==> src/rtl/frame_writer_pkg.sv <==
// Shared layout constants, colour codes and FSM state type for the paint
// frame buffer. The display pixel generator uses the same layout constants
// so that both memory ports agree on the pixel packing.
//
// Layout: 4 pixels per 16-bit word, pixel at x[1:0]=n in bits [4n+3:4n],
// nibble format {1'b0, R, G, B}. The draw area starts at row PALETTE_H.
package frame_writer_pkg;

    localparam int H_RES     = 640;
    localparam int V_RES     = 480;
    localparam int PALETTE_H = 80;
    localparam int BOX1_X    = 213;    // last column of the red box
    localparam int BOX2_X    = 426;    // last column of the green box
    localparam int WORDS     = 64000;  // (V_RES - PALETTE_H) * H_RES / 4

    localparam logic [2:0] RED   = 3'b100;
    localparam logic [2:0] GREEN = 3'b010;
    localparam logic [2:0] BLUE  = 3'b001;
    localparam logic [2:0] WHITE = 3'b111;

    typedef enum logic [2:0] {
        ST_IDLE,
        ST_RD,
        ST_WT,
        ST_WR,
        ST_CLR
    } fw_state_t;

    // Replace one pixel nibble of a memory word, keeping the other three.
    function automatic logic [15:0] merge_nibble(input logic [15:0] word,
                                                 input logic [1:0]  idx,
                                                 input logic [3:0]  nib);
        logic [15:0] r;
        r = word;
        r[idx*4 +: 4] = nib;
        return r;
    endfunction

endpackage

==> src/rtl/frame_writer_pixel_addr.sv <==
// pixel_addr: combinational mapping of a screen coordinate to its location
// in the frame buffer. Usable by both the write side and the display side.
//
// Ports:
//   x, y        screen column / row
//   word_addr   word holding the pixel (valid only when in_draw_area)
//   nibble      nibble index inside the word
//   in_draw_area  1 when the coordinate lies inside the draw area
module pixel_addr
    import frame_writer_pkg::*;
#(
    parameter int H_RES     = frame_writer_pkg::H_RES,
    parameter int V_RES     = frame_writer_pkg::V_RES,
    parameter int PALETTE_H = frame_writer_pkg::PALETTE_H,
    parameter int ADDR_W    = 16
) (
    input  logic [10:0]       x,
    input  logic [10:0]       y,
    output logic [ADDR_W-1:0] word_addr,
    output logic [1:0]        nibble,
    output logic              in_draw_area
);
    logic [10:0] dy;
    logic [17:0] p;

    assign dy = y - 11'(PALETTE_H);
    // (y-80)*640 + x as two shifts and adds; fits 18 bits inside the draw area.
    assign p = 18'({dy, 9'b0}) + 18'({dy, 7'b0}) + 18'(x);

    assign word_addr    = ADDR_W'(p[17:2]);
    assign nibble       = p[1:0];
    assign in_draw_area = (y >= 11'(PALETTE_H)) && (y < 11'(V_RES)) && (x < 11'(H_RES));

endmodule

==> src/rtl/frame_writer.sv <==
// frame_writer: write-side controller of the paint frame buffer. Turns the
// mouse position and button into read-modify-write pixel updates, selects
// the paint colour from the palette band, and clears the draw area.
//
// Ports:
//   clk, reset        clock, synchronous active-high reset
//   x, y, paint       mouse column, row, left button level
//   clear_req         one-cycle pulse: zero the whole draw area
//   mem_rdata         memory read data, valid one cycle after mem_addr
//   mem_addr/wdata/we registered memory write-port controls
//   busy              high whenever the FSM is not idle
//   color             current paint colour {R,G,B}
//   dbg_state         current FSM state
//
// Handshake: inputs are only looked at in IDLE; a paint is a fixed 4-cycle
// transaction (RD, WT, WR, back to IDLE) and a clear is one word per cycle.
module frame_writer
    import frame_writer_pkg::*;
#(
    parameter int H_RES     = frame_writer_pkg::H_RES,
    parameter int V_RES     = frame_writer_pkg::V_RES,
    parameter int PALETTE_H = frame_writer_pkg::PALETTE_H,
    parameter int ADDR_W    = 16
) (
    input  logic              clk,
    input  logic              reset,
    input  logic [10:0]       x,
    input  logic [10:0]       y,
    input  logic              paint,
    input  logic              clear_req,
    input  logic [15:0]       mem_rdata,
    output logic [ADDR_W-1:0] mem_addr,
    output logic [15:0]       mem_wdata,
    output logic              mem_we,
    output logic              busy,
    output logic [2:0]        color,
    output fw_state_t         dbg_state
);
    localparam logic [ADDR_W-1:0] LAST_WORD =
        ADDR_W'((H_RES * (V_RES - PALETTE_H)) / 4 - 1);

    fw_state_t         state, next_state;
    logic [ADDR_W-1:0] pix_word;
    logic [1:0]        pix_nib;
    logic              pix_in_draw;
    logic              paint_go, pal_click;
    logic [2:0]        band_color;

    // Latched paint target, held across RD/WT.
    logic [1:0]        nib_q;
    logic [3:0]        pix_q;

    // Next values of the registered outputs / latches.
    logic [ADDR_W-1:0] addr_d;
    logic [15:0]       wdata_d;
    logic              we_d;
    logic [2:0]        color_d;
    logic [1:0]        nib_d;
    logic [3:0]        pix_d;

    pixel_addr #(
        .H_RES     (H_RES),
        .V_RES     (V_RES),
        .PALETTE_H (PALETTE_H),
        .ADDR_W    (ADDR_W)
    ) u_pixel_addr (
        .x            (x),
        .y            (y),
        .word_addr    (pix_word),
        .nibble       (pix_nib),
        .in_draw_area (pix_in_draw)
    );

    assign paint_go  = paint && pix_in_draw;
    // The palette band spans the full row width; any x selects a box.
    assign pal_click = paint && (y < 11'(PALETTE_H));
    assign band_color = (x <= 11'(BOX1_X)) ? RED :
                        (x <= 11'(BOX2_X)) ? GREEN : BLUE;

    // State register
    always_ff @(posedge clk) begin
        if (reset) state <= ST_IDLE;
        else       state <= next_state;
    end

    // Next-state logic
    always_comb begin
        next_state = state;
        unique case (state)
            ST_IDLE: begin
                if (clear_req)     next_state = ST_CLR;
                else if (paint_go) next_state = ST_RD;
            end
            ST_RD:   next_state = ST_WT;
            ST_WT:   next_state = ST_WR;
            ST_WR:   next_state = ST_IDLE;
            ST_CLR:  if (mem_addr == LAST_WORD) next_state = ST_IDLE;
            default: next_state = ST_IDLE;
        endcase
    end

    // Output logic: next values of the registered memory port and latches.
    always_comb begin
        busy    = (state != ST_IDLE);
        addr_d  = mem_addr;
        wdata_d = mem_wdata;
        we_d    = 1'b0;
        color_d = color;
        nib_d   = nib_q;
        pix_d   = pix_q;
        unique case (state)
            ST_IDLE: begin
                if (clear_req) begin
                    addr_d  = '0;
                    wdata_d = '0;
                    we_d    = 1'b1;
                end else if (paint_go) begin
                    addr_d = pix_word;
                    nib_d  = pix_nib;
                    pix_d  = {1'b0, color};
                end else if (pal_click) begin
                    color_d = band_color;
                end
            end
            ST_WT: begin
                wdata_d = merge_nibble(mem_rdata, nib_q, pix_q);
                we_d    = 1'b1;
            end
            ST_CLR: begin
                // Last word is being written this cycle; stop after it.
                if (mem_addr != LAST_WORD) begin
                    addr_d = mem_addr + 1'b1;
                    we_d   = 1'b1;
                end
            end
            default: ;
        endcase
    end

    always_ff @(posedge clk) begin
        if (reset) begin
            mem_addr  <= '0;
            mem_wdata <= '0;
            mem_we    <= 1'b0;
            color     <= WHITE;
            nib_q     <= '0;
            pix_q     <= '0;
        end else begin
            mem_addr  <= addr_d;
            mem_wdata <= wdata_d;
            mem_we    <= we_d;
            color     <= color_d;
            nib_q     <= nib_d;
            pix_q     <= pix_d;
        end
    end

    assign dbg_state = state;

endmodule

==> config.mk <==
export PLATFORM = sky130hd
export DESIGN_NAME = frame_writer
export DESIGN_NICKNAME = d
export VERILOG_FILES = /design/src/rtl/frame_writer_pkg.sv /design/src/rtl/frame_writer_pixel_addr.sv /design/src/rtl/frame_writer.sv
export SDC_FILE = /design/constraint.sdc
export NUM_CORES = 1
export LEC_CHECK = 0
export ABC_AREA = 1
export CORE_MARGIN = 2
export CORE_UTILIZATION = 45
export DETAILED_ROUTE_END_ITERATION = 6
export PLACE_DENSITY = 0.74
export SLEW_MARGIN = 20
export SYNTH_ARGS = -nofsm -noshare
export SYNTH_HDL_FRONTEND = slang
export SYNTH_SLANG_ARGS = --single-unit
export TNS_END_PERCENT = 30
==> constraint.sdc <==
create_clock -name clk -period 2.6 [get_ports clk]
set_input_delay 0.39 -clock clk [delete_from_list [all_inputs] [get_ports clk]]
set_output_delay 0.39 -clock clk [all_outputs]
set_load 0.005 [all_outputs]
==> flow_summary.ini <==
[synth]
synth_xor_area_share_pct = 1.85
async_reset_ff_share_pct = 0
yosysSeqAreaShare_pct = 26.5
synth_nets = 599
ys_warn_count = 0
synthSimpleGateAreaFrac_pct = 37.5
synth_mux_area_share_pct = 0
synthCells = 530
synth-adder-area-share_pct = 10.8
synth_flop_cell = dfxtp_1
synth_edf_count = 0
avgSynthCellArea_um2 = 6.27
synth_compound_gate_area_share_pct = 13.7
synthesis.area_um2 = 3320
ys_ff_latch = 44
synthDistinctLibCells = 37
synth_top_family_by_area = simple AND/OR/NAND/NOR gates

[cts]
clock_path_buffers = 2
post_cts_buffers = 0
worstSkewPairLatency_ns = 0.30
cts.sinks = 44
htreeDepth = 2
cts_tree = yes
numCtsBuffers = 5
clk_pin_slew_worst_paths_ns = 0.09
cts-root-buf = clkbuf_8
cts-hold-fix-buffers = 0

[power_and_ir_drop]
ir_worst_vdd_mv = 0.287
p_leak_nw = 2.10
power.density_nw_per_um2 = 509
total_power_mw = 2.36

[sta]
relSlewSlack_pct = 58.0
clock-skew-final_ns = 0.00765
finalSetupTns_ns = 0
rsz0062_at_grt = no
fmaxAchievable_mhz = 406
worst_slew_pin_slew_ns = 0.629
worst_hold_slack_ns = 0.469
slew_viol_final = 0
post-route-min-period_ns = 2.46
hold_viol = 0
setup_viol = 0
fin_crit_sh_pct = 94.7

[global_route]
antenna_found_initial = 0
grt_pass1_vias = 3406
track_usage_pct = 23.0
grt_pass1_wl_um = 15600
grt_busiest_layer = met2
gr-usage-met2_pct = 42.2
overflow = 0
grt_start_max_net_pins = 26
use_met3_pct = 3.44
grt_use_met1_pct = 28.5

[route]
wl_um = 9310
first_iter_violations = 145
ant_nets = 0
drc = 0
dr.pass1.iters = 5
viasPerCell = 5.02
avgRoutedWirePerCell_um = 12.6
dr_total_vias = 3701

[die]
core_area_um2 = 7210
die_x_um = 89.9
die_area_um2 = 8090
io_pins = 82
die_y_um = 89.9
start_util_pct = 46.0
rows = 31

[layout]
final_cells = 737
final_common_cell = nand2_1
nets = 706
drive_gt1_share_pct = 12.1
nFillCells = 672
syn_to_final_growth_pct = 39.7
n_antenna_cell = 0
mostFrequentLayoutCells = nand2_1 (145), nor2_1 (81), clkdlybuf4s50_1 (80)

[critical_path]
crit_fanout = 4
arrival_ns = 2.67
path_cells = clkdlybuf4s50_1, inv_2, ha_4, inv_1, nand2_1, nand2_1, nand2_1, nand2_1, ha_1, ha_4, nand2_1, nor2_2, nand3_1, nand3_2, nand2_1, nand2_1, nor2_1, nor2_1, nor2_1
cpMostUsedCell = nand2_1
slowest_delay_ns = 0.45
cp-end-kind = register
cp.required_ns = 2.80
critPathKind = in2reg
crit_family = simple AND/OR/NAND/NOR gates
crit_path_start_kind = primary input
cp.buffers_inverters = 3
cp_slowest_cell = clkdlybuf4s50_1

[placement]
port_buffers = 81
placed_cells = 729
place_hpwl_um = 7320
gp_congestion = 0.868

[status]
status = finished clean

[hold_path]
min_path_type = reg2reg

[run]
drv_cap = 0
timing repair:
action | CTS | global route
hold endpoints to repair | 0 | 0
endpoints found under the setup margin | 0 | 7
resized for setup | 0 | 25
state kept, by name, summed over array words and instances, names as in the netlist:
signal,count
mem_addr,16
mem_wdata,16
color,3
dbg_state,3
pix_q,3
nib_q,2
mem_we,1
final timing paths:
check	from	end	slack, ns	cells past startpoint
hold / removal	mem_wdata[15]$_SDFFE_PP0P_	mem_wdata[15]$_SDFFE_PP0P_	0.47	2
hold reg to reg	mem_wdata[15]$_SDFFE_PP0P_	mem_wdata[15]$_SDFFE_PP0P_	0.47	2
setup / recovery	y[5]	mem_addr[15]$_SDFFE_PP0P_	0.14	19
setup reg to reg	mem_addr[0]$_SDFFE_PP0P_	mem_addr[0]$_SDFFE_PP0P_	0.74	10
synthesized netlist by cell type, types with 4 or more instances:
master | n | share of area [%]
o21ai_1 | 12 | 1.8
a31oi_1 | 4 | 0.75
o21ai_0 | 23 | 3.5
xor2_1 | 5 | 1.3
a22o_1 | 4 | 1.1
a21oi_1 | 32 | 4.8
nand3_1 | 31 | 4.7
nor2_1 | 83 | 9.4
inv_2 | 7 | 0.79
ha_1 | 24 | 9.0
dfxtp_1 | 44 | 27
inv_1 | 64 | 7.2
nand2_1 | 148 | 17
nand4_1 | 8 | 1.5
layer usage:
metal | routed length (um) | share of wire (%)
met2 | 4750 | 51
met1 | 3970 | 43
met3 | 519 | 5.6
met4 | 68 | 0.73
met5 | 0 | 0
area by class of cell:
class | instances | area, um^2 | area share [%]
flip-flops and latches | 44 | 881 | 19.0
inverters | 72 | 270 | 5.82
multi-input cells | 406 | 2230 | 48.0
repair buffers | 108 | 1020 | 21.9
clock buffers | 6 | 82.6 | 1.78
clock inverters | 2 | 38.8 | 0.836
well taps | 99 | 124 | 2.67
report_power, final:
part / total, mW / internal [mW] / switching [mW]
clock: 0.565 / 0.315 / 0.250
combinational: 0.967 / 0.459 / 0.507
sequential: 0.829 / 0.739 / 0.0901
per-stage QoR:
stage               utilization [%]  instance area, um^2  setup slack [ns]
detailed placement             61.2                 4410            -0.284
CTS                            62.8                 4530            0.0195
global route                   64.3                 4640           0.00919
global placement               61.2                 4410            -0.197
finish                         64.3                 4640             0.138
floorplan                         -                 3320             0.379
logic make-up after synthesis:
group                    count (synthesis)
AO/OA/AOI/OAI                           83
XOR/XNOR                                 7
adder cells (fa/ha/maj)                 27
buffers and inverters                   80
flip-flops                              44
AND/OR/NAND/NOR                        289
worst min-delay path, delay by kind of cell, from the launching register on:
kind	cells	cell delay [ns]
AOI/OAI and AO/OA	1	0.05
DFF	1	0.32
and+or+nand+nor	1	0.06
Power figures use the tool's default switching activity.
